--- config.mk ---
export PLATFORM = sky130hd
export DESIGN_NAME = mem_seq_ctrl_flat
export DESIGN_NICKNAME = d
export VERILOG_FILES = /design/src/rtl/mem_pkg.sv /design/src/rtl/mem_seq_ctrl_if.sv /design/src/rtl/blk_addr_gen.sv /design/src/rtl/mem_seq_ctrl.sv /design/src/flat_wrapper.sv
export SDC_FILE = /design/constraint.sdc
export NUM_CORES = 1
export LEC_CHECK = 0
export CORE_ASPECT_RATIO = 1.4
export CORE_MARGIN = 1.5
export CORE_UTILIZATION = 45
export CTS_BUF_LIST = sky130_fd_sc_hd__clkbuf_2
export DETAILED_ROUTE_END_ITERATION = 12
export PLACE_DENSITY = 0.81
export SLEW_MARGIN = 40
export SYNTH_ARGS = -nofsm -noshare
export SYNTH_HDL_FRONTEND = slang
export SYNTH_SLANG_ARGS = --single-unit
export TNS_END_PERCENT = 10
--- constraint.sdc ---
create_clock -name clock -period 3.6 [get_ports clock]
set_input_delay 0.36 -clock clock [delete_from_list [all_inputs] [get_ports clock]]
set_output_delay 0.36 -clock clock [all_outputs]
set_load 0.01 [all_outputs]
--- src/rtl/mem_pkg.sv ---
// Purpose: shared op codes, FSM state encoding and width defaults for the memory sequencer.
// Latency: n/a (types and constants only).
// Backpressure: n/a.
package mem_pkg;

    localparam int AW_DEF = 5;
    localparam int DW_DEF = 8;

    typedef enum logic [1:0] {
        OP_RD   = 2'b00,
        OP_WR   = 2'b01,
        OP_CPY  = 2'b10,
        OP_FILL = 2'b11
    } op_e;

    typedef enum logic [3:0] {
        S_IDLE,
        S_RD,
        S_RD_WAIT,
        S_WR,
        S_C_RD,
        S_C_WAIT,
        S_C_WR,
        S_F_WR,
        S_DONE
    } state_e;

    // Copy and fill are the two multi-word commands; both have op[1] set.
    function automatic logic is_blk(input op_e op);
        return op[1];
    endfunction

endpackage

--- src/rtl/mem_seq_ctrl_if.sv ---
// Purpose: command handshake between processor datapath and memory sequencer.
// Latency: n/a (wires only).
// Backpressure: master holds off new requests while busy or done is high.
// Ports: req/op/addr/dst/len/wdata driven by master; busy/done/rdata driven by slave.
interface mem_seq_ctrl_if
    import mem_pkg::*;
#(
    parameter int AW = AW_DEF,
    parameter int DW = DW_DEF
);
    logic          req;
    logic [1:0]    op;
    logic [AW-1:0] addr;
    logic [AW-1:0] dst;
    logic [AW-1:0] len;
    logic [DW-1:0] wdata;
    logic          busy;
    logic          done;
    logic [DW-1:0] rdata;

    modport master (
        output req, op, addr, dst, len, wdata,
        input  busy, done, rdata
    );

    modport slave (
        input  req, op, addr, dst, len, wdata,
        output busy, done, rdata
    );
endinterface

--- src/rtl/blk_addr_gen.sv ---
// Purpose: remaining-word down-counter and wrapped src/dst address adders for copy and fill.
// Latency: load/step take effect at the next edge; addresses are combinational from registers.
// Backpressure: none; the sequencer steps it once per word written.
// Ports: ld (with len) restarts the block, step advances one word, last flags the final word.
module blk_addr_gen #(
    parameter int AW = 5
) (
    input  logic          clock,
    input  logic          reset,
    input  logic          ld,
    input  logic          step,
    input  logic [AW-1:0] len,
    input  logic [AW-1:0] src_base,
    input  logic [AW-1:0] dst_base,
    output logic [AW-1:0] src_addr,
    output logic [AW-1:0] dst_addr,
    output logic          last
);
    localparam logic [AW:0] FULL_BLK = {1'b1, {AW{1'b0}}};
    localparam logic [AW:0] ONE_W    = {{AW{1'b0}}, 1'b1};
    localparam logic [AW-1:0] ONE_A  = {{(AW-1){1'b0}}, 1'b1};

    // One extra bit so len==0 can stand for a whole-memory block.
    logic [AW:0]   remaining;
    logic [AW-1:0] offset;

    always_ff @(posedge clock or posedge reset) begin
        if (reset) begin
            remaining <= '0;
            offset    <= '0;
        end else if (ld) begin
            remaining <= (len == '0) ? FULL_BLK : {1'b0, len};
            offset    <= '0;
        end else if (step) begin
            remaining <= remaining - ONE_W;
            offset    <= offset + ONE_A;
        end
    end

    // Natural AW-bit overflow gives the modulo-depth wrap.
    assign src_addr = src_base + offset;
    assign dst_addr = dst_base + offset;
    assign last     = (remaining == ONE_W);

endmodule

--- src/rtl/mem_seq_ctrl.sv ---
// Purpose: sequences read/write/copy/fill commands onto a single-port RAM with registered output.
// Latency: read 3, write 2, copy 3*N+1, fill N+1 edges from acceptance to done.
// Backpressure: req is only sampled in IDLE; busy/done tell the master when it may issue.
// Ports: clock/reset, cmd (slave side of mem_seq_ctrl_if), ram_WE/ram_address/ram_Input to RAM,
//        ram_Output from RAM.
module mem_seq_ctrl
    import mem_pkg::*;
#(
    parameter int AW = AW_DEF,
    parameter int DW = DW_DEF
) (
    input  logic          clock,
    input  logic          reset,
    mem_seq_ctrl_if.slave cmd,
    output logic          ram_WE,
    output logic [AW-1:0] ram_address,
    output logic [DW-1:0] ram_Input,
    input  logic [DW-1:0] ram_Output
);
    state_e        state;
    logic [AW-1:0] addr_r;
    logic [AW-1:0] dst_r;
    logic [DW-1:0] wdata_r;
    logic [DW-1:0] word_buf;
    logic [DW-1:0] rdata_r;

    logic          ld;
    logic          step;
    logic          last;
    logic [AW-1:0] src_addr;
    logic [AW-1:0] dst_addr;

    // Counter is loaded in the same edge the operands are latched, so the
    // first block word already sees offset 0 against the new base.
    assign ld   = (state == S_IDLE) && cmd.req && is_blk(op_e'(cmd.op));
    assign step = (state == S_C_WR) || (state == S_F_WR);

    blk_addr_gen #(.AW(AW)) u_addr_gen (
        .clock    (clock),
        .reset    (reset),
        .ld       (ld),
        .step     (step),
        .len      (cmd.len),
        .src_base (addr_r),
        .dst_base (dst_r),
        .src_addr (src_addr),
        .dst_addr (dst_addr),
        .last     (last)
    );

    always_ff @(posedge clock or posedge reset) begin
        if (reset) begin
            state    <= S_IDLE;
            addr_r   <= '0;
            dst_r    <= '0;
            wdata_r  <= '0;
            word_buf <= '0;
            rdata_r  <= '0;
        end else begin
            case (state)
                S_IDLE: begin
                    if (cmd.req) begin
                        addr_r  <= cmd.addr;
                        dst_r   <= cmd.dst;
                        wdata_r <= cmd.wdata;
                        case (op_e'(cmd.op))
                            OP_RD:   state <= S_RD;
                            OP_WR:   state <= S_WR;
                            OP_CPY:  state <= S_C_RD;
                            default: state <= S_F_WR;
                        endcase
                    end
                end
                S_RD:      state <= S_RD_WAIT;
                // RAM output register now holds the addressed word.
                S_RD_WAIT: begin
                    rdata_r <= ram_Output;
                    state   <= S_DONE;
                end
                S_WR:      state <= S_DONE;
                S_C_RD:    state <= S_C_WAIT;
                S_C_WAIT: begin
                    word_buf <= ram_Output;
                    state    <= S_C_WR;
                end
                S_C_WR:    state <= last ? S_DONE : S_C_RD;
                S_F_WR:    if (last) state <= S_DONE;
                S_DONE:    state <= S_IDLE;
                default:   state <= S_IDLE;
            endcase
        end
    end

    // RAM port is a pure decode of registered state, operands and counters,
    // so nothing on the command bus reaches the RAM combinationally.
    always_comb begin
        ram_WE      = 1'b0;
        ram_address = '0;
        ram_Input   = '0;
        case (state)
            S_RD, S_RD_WAIT: ram_address = addr_r;
            S_WR: begin
                ram_WE      = 1'b1;
                ram_address = addr_r;
                ram_Input   = wdata_r;
            end
            S_C_RD, S_C_WAIT: ram_address = src_addr;
            S_C_WR: begin
                ram_WE      = 1'b1;
                ram_address = dst_addr;
                ram_Input   = word_buf;
            end
            S_F_WR: begin
                ram_WE      = 1'b1;
                ram_address = src_addr;
                ram_Input   = wdata_r;
            end
            default: ;
        endcase
    end

    assign cmd.busy  = (state != S_IDLE) && (state != S_DONE);
    assign cmd.done  = (state == S_DONE);
    assign cmd.rdata = rdata_r;

endmodule

--- src/flat_wrapper.sv ---
// flat-port wrapper written by rule: the top's interface ports become plain ports
module mem_seq_ctrl_flat import mem_pkg::*;
#(
    parameter int AW = AW_DEF,
    parameter int DW = DW_DEF
)
  (clock, reset, ram_WE, ram_address, ram_Input, ram_Output, cmd_req, cmd_op, cmd_addr, cmd_dst, cmd_len, cmd_wdata, cmd_busy, cmd_done, cmd_rdata);
  mem_seq_ctrl_if #(.AW(AW), .DW(DW)) cmd_i ();
  input  logic clock;
  input  logic reset;
  output logic ram_WE;
  output logic [AW-1:0] ram_address;
  output logic [DW-1:0] ram_Input;
  input  logic [DW-1:0] ram_Output;
  input wire logic [$bits(cmd_i.req)-1:0] cmd_req;
  input wire logic [$bits(cmd_i.op)-1:0] cmd_op;
  input wire logic [$bits(cmd_i.addr)-1:0] cmd_addr;
  input wire logic [$bits(cmd_i.dst)-1:0] cmd_dst;
  input wire logic [$bits(cmd_i.len)-1:0] cmd_len;
  input wire logic [$bits(cmd_i.wdata)-1:0] cmd_wdata;
  output wire logic [$bits(cmd_i.busy)-1:0] cmd_busy;
  output wire logic [$bits(cmd_i.done)-1:0] cmd_done;
  output wire logic [$bits(cmd_i.rdata)-1:0] cmd_rdata;
  assign cmd_i.req = cmd_req;
  assign cmd_i.op = cmd_op;
  assign cmd_i.addr = cmd_addr;
  assign cmd_i.dst = cmd_dst;
  assign cmd_i.len = cmd_len;
  assign cmd_i.wdata = cmd_wdata;
  assign cmd_busy = cmd_i.busy;
  assign cmd_done = cmd_i.done;
  assign cmd_rdata = cmd_i.rdata;
  mem_seq_ctrl #(.AW(AW), .DW(DW)) u_core (.clock(clock), .reset(reset), .cmd(cmd_i), .ram_WE(ram_WE), .ram_address(ram_address), .ram_Input(ram_Input), .ram_Output(ram_Output));
endmodule
==> metrics.yaml, run 1 <==
worst_setup_path:
  cp_max_fo: 5
  r2r_end: "u_core.word_buf[6]$_DFFE_PP0N_"
  worstPathArrival_ps: 3020
  r2r_setup_slack_ps: 1690
  rr_startpoint: "u_core.state[3]$_DFFE_PP0P_"
  r2r_cells: 4
  required_ps: 3240
  endpoint_kind: "output port"
  critical_path_class: "flop to output port"
  start_kind: "flop"
clock_network:
  clock_tree.buffer_depth: 2
  cts-root-buf: "clkbuf_2"
  clk_latency_ps: 420
  numCtsBuffers: 5
  cts_tree: "done"
  htreeDepth: 2
  clk_pin_slew_worst_paths_ps: 230
  cts_sinks: 49
  hold_buffers: 0
routing:
  drtIter0Drc: 131
  avgViaCountPerCell: 5.38
  drtAntennaViolNets: 0
  wl_mm: 5.11
  drc: 0
  first_pass_iters: 4
  post_drt_wl_per_cell_um: 15.0
  num_vias: 1829
die:
  io_pins: 60
  fp.dieH_um: 91.0
  coreArea_um2: 5240
  die_w_um: 65.9
  rows: 31
  dieArea_um2: 5990
  initial_core_util: 0.475
worst_hold_path:
  hold_path_class: "input port to async pin"
sta:
  finalCriticalPeriod_ps: 3380
  setup_tns_ps: 0
  clock_skew_ps: 19.3
  fmax_ghz: 0.296
  worst_pin_slew_ps: 777
  fin_crit_sh: 0.939
  slew_viol_final: 0
  finalHoldViolCount: 0
  max-slew-margin-rel: 0.479
  timing.hold.ws_ps: 335
  rsz0062_at_grt: "no"
  setup_viol_count_final: 0
synthesis:
  syn_inst: 211
  yosysSeqAreaShare: 0.493
  syn_area_um2: 2490
  yosys.area.top_type_share: 0.493
  synth_nets: 255
  synth.avg_cell_area_um2: 11.8
  synthTopCellsByArea: "dfrtp_1 49%, mux2_2 17%, a22o_1 3.5%"
  yosys.cell_types.count: 43
  async_flop_share: 1.00
  yosys_warnings: 0
  synth_ff_type: "dfrtp_1"
  yosys.area.top_type: "dfrtp_1"
  netlist_top_cells_count: "49 x dfrtp_1, 38 x mux2_2, 15 x nand2_1"
  ys_ff_latch: 49
  synth_edf_count: 0
  synth.most_common_cell: "dfrtp_1"
power_and_ir_drop:
  p_leak_nw: 1.35
  power_density_nw_per_um2: 812
  max-vdd-ir-drop_uv: 463
  power.total_mw: 2.58
grt:
  grt_antenna_before_repair: 0
  grt_use_total: 0.186
  grt_pass1_vias: 1895
  grt_pass1_wl_mm: 8.63
  grt_max_degree: 50
  overflow: 0
final_layout:
  layout.nets: 318
  diodes: 0
  stdcell_area_um2: 3180
  final-seq-area_um2: 1230
  multiInputGateArea_um2: 1200
  final_core_util: 0.608
  area_delta_synth_final_pct: 28.0
  drive_gt1_frac: 0.226
  fillCellCount: 435
place:
  post_dp_cell_area_um2: 3130
  io_buffers: 59
  place.gp.congestion: 0.895
  dp.final_hpwl_mm: 3.78
status:
  status: "finished clean"
flow_run:
  drv_cap: 0
## through the flow
step / setup slack [ps] / cells
5_1_grt: 29.0 / 340
3_3_place_gp: 508 / 332
6_report: 219 / 340
3_5_place_dp: 434 / 332
4_1_cts: 39.4 / 340
2_1_floorplan: 1090 / 211
## flip-flops by register name (all words and copies together), names as in the netlist
register                     count
u_core.state                     4
u_core.cmd.rdata                 8
u_core.dst_r                     5
u_core.wdata_r                   8
u_core.u_addr_gen.offset         5
u_core.word_buf                  8
u_core.addr_r                    5
u_core.u_addr_gen.remaining      6
## routing by layer
metal  track usage  part of all wire  wire, um
met1         0.223              0.43      2180
met2         0.322              0.52      2640
met3        0.0458             0.043       221
met4        0.0573             0.013        67
met5             0                 0         0
## how the worst max path moves through the flow
stage | start | endpoint
after floorplan | u_core.state[0]$_DFFE_PP0P_ | ram_address[4]
after global placement | u_core.state[0]$_DFFE_PP0P_ | ram_address[4]
after detailed placement | u_core.state[0]$_DFFE_PP0P_ | ram_address[4]
after CTS | u_core.state[0]$_DFFE_PP0P_ | ram_address[4]
after global routing | u_core.state[0]$_DFFE_PP0P_ | ram_address[2]
final | u_core.state[0]$_DFFE_PP0P_ | ram_address[2]
## kinds of logic (layout without fill, tap and decap cells)
group,Yosys count,count (layout),share of synthesized area
AO/OA/AOI/OAI,36,36,0.100
XOR/XNOR,11,11,0.0387
adder cells (fa/ha/maj),8,8,0.0432
buffers and inverters,13,76,0.0287
flip-flops,49,49,0.493
multiplexers,38,38,0.172
AND/OR/NAND/NOR,56,56,0.125
## cell type report
type | instances | area share
Multi-Input combinational cell | 149 | 0.376
Clock inverter | 1 | 0.00118
Sequential cell | 49 | 0.385
Clock buffer | 6 | 0.00943
Tap cell | 66 | 0.0259
Inverter | 7 | 0.00904
Timing Repair Buffer | 62 | 0.193
## cell usage in the layout, fill, tap and decap left out, types with 7 or more instances in the layout
master           netlist  layout
a21oi_1                7       7
clkdlybuf4s50_1        0      58
mux2_2                38      38
ha_1                   7       7
dfrtp_1               49      48
a22o_1                10      10
o21ai_0                7       7
nand2_1               15      14
nor2_1                11      11
## timing repair
| action | in CTS | in global routing |
|---|---|---|
| resized for setup | 2 | 2 |
| buffers inserted | 1 | 0 |
| endpoints found under the setup margin | 1 | 2 |
## power by group
group | internal [mW] | switching, mW | leakage [nW]
clock | 0.0453 | 0.159 | 0.0265
sequential | 0.815 | 0.181 | 0.595
combinational | 0.777 | 0.607 | 0.728
total | 1.64 | 0.947 | 1.35
## worst max-delay path, cell delays in order (launching register included)
cell and delay (ps):
dfrtp_1 420, nand2b_1 230, nand2_2 160, mux2_2 360, ha_1 210, fa_1 410
xnor2_1 140, o21ai_0 140, clkdlybuf4s50_1 550
No activity file was read; power rests on OpenSTA's default activity.
==> run 2, diff against run 1 <==
Settings changed: SLEW_MARGIN 40 to not set.
==> run 2 against run 1 <==
Combinational power about the same; critical path depth unchanged; non-clock buffer count unchanged; flip-flop and latch count unchanged; clock power about the same; worst hold slack improved by 130 ps.
==> metrics.yaml, run 2 (synthesis results as in run 1) <==
routing:
  avgViaCountPerCell: 5.38
  first_pass_iters: 4
  drtIter0Drc: 131
  post_drt_wl_per_cell_um: 15.0
  wl_mm: 5.11
  drtAntennaViolNets: 0
  num_vias: 1829
  drc: 0
final_layout:
  fillCellCount: 436
  area_delta_synth_final_pct: 27.9
  diodes: 0
  layout_common_cells: "58 x clkdlybuf4s50_1, 48 x dfrtp_1, 38 x mux2_2"
  layout.nets: 318
  drive_gt1_frac: 0.226
  multiInputGateArea_um2: 1200
  final-seq-area_um2: 1230
  stdcell_count: 340
  layout_commonest_cell: "clkdlybuf4s50_1"
die:
  dieArea_um2: 5990
  rows: 31
  fp.dieH_um: 91.0
  coreArea_um2: 5240
  initial_core_util: 0.475
  io_pins: 60
  die_w_um: 65.9
sta:
  fmax_ghz: 0.296
  fin_crit_sh: 0.939
  timing.hold.ws_ps: 466
  final.setup.worst_slack_ps: 219
  finalHoldViolCount: 0
  clock_skew_ps: 19.3
  worst_pin_slew_ps: 993
  rsz0062_at_grt: "no"
  setup_tns_ps: 0
  setup_viol_count_final: 0
  max-slew-margin-rel: 0.337
  finalCriticalPeriod_ps: 3380
  slew_viol_final: 0
place:
  dp.final_hpwl_mm: 3.78
  place.gp.congestion: 0.895
  place_ws_ps: 434
  placed_cells: 332
  io_buffers: 59
worst_setup_path:
  worstPathArrival_ps: 3020
  critical_path_class: "flop to output port"
  rr_startpoint: "u_core.state[3]$_DFFE_PP0P_"
  endpoint_kind: "output port"
  r2r_cells: 4
  start_kind: "flop"
  r2r_end: "u_core.word_buf[6]$_DFFE_PP0N_"
  cp_max_fo: 5
  r2r_setup_slack_ps: 1690
  required_ps: 3240
clock_network:
  clk_pin_slew_worst_paths_ps: 230
  clk_latency_ps: 420
  cts_tree: "done"
  clock_tree.buffer_depth: 2
  cts-root-buf: "clkbuf_2"
  cts_sinks: 49
  htreeDepth: 2
  numCtsBuffers: 5
power_and_ir_drop:
  power.internal_mw: 1.64
  power_switching_uw: 947
  power_density_nw_per_um2: 812
  p_leak_nw: 1.35
  seqPwrFrac: 0.386
  power.total_mw: 2.58
  max-vdd-ir-drop_uv: 463
  pwr-share-clk: 0.079
  p_comb_frac: 0.536
  power_switching_share: 0.366
grt:
  grt_use_total: 0.186
  grt_antenna_before_repair: 0
  grt_pass1_vias: 1895
  overflow: 0
  grt_max_degree: 50
  grt_pass1_wl_mm: 8.63
status:
  status: "finished clean"
flow_run:
  drv_cap: 0
worst_hold_path:
  hold_path_class: "input port to async pin"
==> run 2: cell counts in the layout (fill, tap and decap cells not counted) <==
No cell type changed its count.
==> run 2: power groups by stage <==
stage,combinational [mW],sequential [mW],clock [mW]
final,1.38,0.996,0.204
after global routing,1.51,1.03,0.231
after CTS,1.40,0.999,0.216
after detailed placement,1.38,1.02,0
after global placement,1.34,1.01,0
after floorplan,0.917,0.987,0
==> run 2: repair_timing <==
| action | 4_1_cts | 5_1_grt |
|---|---|---|
| resized for setup | 2 | 2 |
| buffers inserted | 1 | 0 |
| hold buffers | 0 | 0 |
| endpoints found under the setup margin | 1 | 2 |
==> run 2: worst max-delay path, stage by stage, from the launching register on <==
cell	delay, ps
dfrtp_1	420
nand2b_1	230
nand2_2	160
mux2_2	360
ha_1	210
fa_1	410
xnor2_1	140
o21ai_0	140
clkdlybuf4s50_1	550
==> run 2: worst max-delay path by stage <==
stage,startpoint,end,slack [ps]
2_1_floorplan,u_core.state[0]$_DFFE_PP0P_,ram_address[4],1090
3_3_place_gp,u_core.state[0]$_DFFE_PP0P_,ram_address[4],510
3_5_place_dp,u_core.state[0]$_DFFE_PP0P_,ram_address[4],430
4_1_cts,u_core.state[0]$_DFFE_PP0P_,ram_address[4],40
5_1_grt,u_core.state[0]$_DFFE_PP0P_,ram_address[2],30
6_report,u_core.state[0]$_DFFE_PP0P_,ram_address[2],220
==> run 2: area by class of cell <==
| type | instances | share of cell area |
|---|---|---|
| clock buffer | 6 | 0.00944 |
| inverter | 7 | 0.00826 |
| timing repair buffer | 62 | 0.193 |
| sequential | 49 | 0.386 |
| tap | 66 | 0.0260 |
| clock inverter | 1 | 0.00118 |
| multi-input combinational | 149 | 0.376 |
==> run 2: stage by stage <==
stage               instance area (um2)  utilization
floorplan                          2490            -
global placement                   3130        0.598
detailed placement                 3130        0.598
CTS                                3180        0.607
global route                       3180        0.608
finish                             3180        0.608
==> run 2: per-layer routing <==
layer  vias up  wire, um  GRT usage
li1        882         -          -
met1       891      2180      0.223
met2        49      2640      0.322
met3         7       222     0.0458
met4         0        67     0.0573
met5         -         0          0
==> run 3, diff against run 2 <==
Settings changed: RECOVER_POWER set to 50.
==> run 3 against run 2 <==
The flow now finishes with violations (capacitance limit, slew limit); register-to-register slack got worse by 410 ps; core utilization shrank 0.29 points; total power down 0.89%; cell count unchanged; cell area fell by 0.47%; clock power barely moved; critical path depth stayed put; global-route usage did not move; critical path type unchanged; highest routed layer unchanged.
==> metrics.yaml, run 3 (synthesis results as in run 1) <==
sta:
  finalCriticalPeriod_ps: 3390
  worst_pin_slew_ps: 1810
  finalHoldViolCount: 0
  rsz0062_at_grt: "no"
  clock_skew_ps: 18.1
  fin_crit_sh: 0.940
  slew_viol_final: 50
  setup_viol_count_final: 0
  max-slew-margin-rel: -0.211
  setup_tns_ps: 0
  fmax_ghz: 0.295
  final.setup.worst_slack_ps: 215
worst_setup_path:
  crit_family: "adder cells"
  endpoint: "ram_address[2]"
  critPathSlowestCell: "clkdlybuf4s50_1"
  rr_startpoint: "u_core.state[3]$_DFFE_PP0P_"
  cp_num_buf_inv: 1
  cp_max_fo: 5
  endpoint_kind: "output port"
  critical_path_class: "flop to output port"
  cp.depth: 8
  r2r_cells: 5
  required_ps: 3240
  start_kind: "flop"
  crit_path_start: "u_core.state[0]$_DFFE_PP0P_"
  r2r_end: "u_core.u_addr_gen.remaining[4]$_DFFE_PP0P_"
  path_cells: "nand2b_1 > nand2_2 > mux2_2 > ha_1 > fa_1 > xnor2_1 > o21ai_0 > clkdlybuf4s50_1"
  worstPathArrival_ps: 3030
  r2r_setup_slack_ps: 1280
  slowest_delay_ps: 550
place:
  dp.final_hpwl_mm: 3.78
  io_buffers: 59
  placed_cells: 332
  post_dp_cell_area_um2: 3130
  place_ws_ps: 434
  place.gp.congestion: 0.895
routing:
  post_drt_wl_per_cell_um: 15.1
  drtIter0Drc: 120
  num_vias: 1842
  drc: 0
  drtAntennaViolNets: 0
  avgViaCountPerCell: 5.42
  first_pass_iters: 4
  wl_mm: 5.13
power_and_ir_drop:
  max-vdd-ir-drop_uv: 455
  power_density_nw_per_um2: 809
  p_leak_nw: 1.35
final_layout:
  drive_gt1_frac: 0.212
  stdcell_area_um2: 3170
  layout.nets: 318
  layout_commonest_cell: "clkdlybuf4s50_1"
  stdcell_count: 340
  diodes: 0
  area_delta_synth_final_pct: 27.2
  layout_common_cells: "54 x clkdlybuf4s50_1, 48 x dfrtp_1, 38 x mux2_2"
clock_network:
  clock_tree.buffer_depth: 2
  cts_sinks: 49
  numCtsBuffers: 5
  clk_pin_slew_worst_paths_ps: 230
  cts-root-buf: "clkbuf_2"
  clk_latency_ps: 420
  htreeDepth: 2
  cts_tree: "done"
die:
  rows: 31
  die_w_um: 65.9
  fp.dieH_um: 91.0
  io_pins: 60
  dieArea_um2: 5990
  initial_core_util: 0.475
  coreArea_um2: 5240
grt:
  grt_use_total: 0.186
  grt_pass1_vias: 1895
  overflow: 0
  grt_max_degree: 50
  grt_pass1_wl_mm: 8.63
  grt_antenna_before_repair: 0
status:
  status: "finished, violations left"
  violations: "capacitance limit, slew limit"
flow_run:
  drv_cap: 1
worst_hold_path:
  hold_path_class: "input port to flop"
[run 3: cell types whose count changed in the layout (fill, tap and decap cells not counted), sizes merged]
cell,before,now
buf,3,2
dlygate4sd3,0,4
clkdlybuf4s50,58,54
clkbuf,6,7
[run 3: what timing repair did]
item                                   4_1_cts  5_1_grt
endpoints found under the hold margin        0        0
gates resized for setup                      2        2
buffers inserted                             1        0
cloned                                       0        0
pin swaps                                    0        0
setup endpoints to repair                    1        2
hold buffers                                 0        0
[run 3: layout make-up]
type	instances	area, um2
Fill cell	439	2070
Sequential cell	49	1230
Multi-Input combinational cell	149	1180
Timing Repair Buffer	62	612
Tap cell	66	82.6
Clock buffer	6	30.0
Inverter	7	26.3
Clock inverter	1	3.75
[run 3: worst min-delay path, stage by stage]
cell             delay, ps
clkdlybuf4s50_1        400
inv_1                   70
a211oi_1                70
[run 3: power by group]
group          internal, mW  switching [mW]
clock                0.0453           0.158
combinational         0.758           0.605
sequential            0.815           0.180
[run 3: per-layer routing]
metal	wire [um]	up-vias	track usage
met5	0	-	0
met4	65	0	0.0573
met3	219	7	0.0458
met2	2650	47	0.322
met1	2200	905	0.223
li1	-	883	-
[run 3: worst min-delay path by stage]
| stage | start | to | slack [ps] | depth (start not counted) |
|---|---|---|---|---|
| after floorplan | u_core.dst_r[0]$_DFFE_PP0P_ | u_core.dst_r[0]$_DFFE_PP0P_ | 470 | 1 |
| after global placement | u_core.wdata_r[7]$_DFFE_PP0P_ | u_core.wdata_r[7]$_DFFE_PP0P_ | 490 | 1 |
| after detailed placement | u_core.wdata_r[7]$_DFFE_PP0P_ | u_core.wdata_r[7]$_DFFE_PP0P_ | 500 | 1 |
| after CTS | cmd_len[4] | u_core.u_addr_gen.remaining[4]$_DFFE_PP0P_ | 460 | 3 |
| after global routing | cmd_len[4] | u_core.u_addr_gen.remaining[4]$_DFFE_PP0P_ | 470 | 3 |
| final | cmd_len[4] | u_core.u_addr_gen.remaining[4]$_DFFE_PP0P_ | 480 | 3 |
[run 3: metrics by stage]
step,utilization,hold slack [ps],power [mW]
after floorplan,-,474,1.90
after global placement,0.598,489,2.35
after detailed placement,0.598,496,2.40
after CTS,0.607,460,2.61
after global routing,0.605,470,2.75
final,0.605,476,2.56
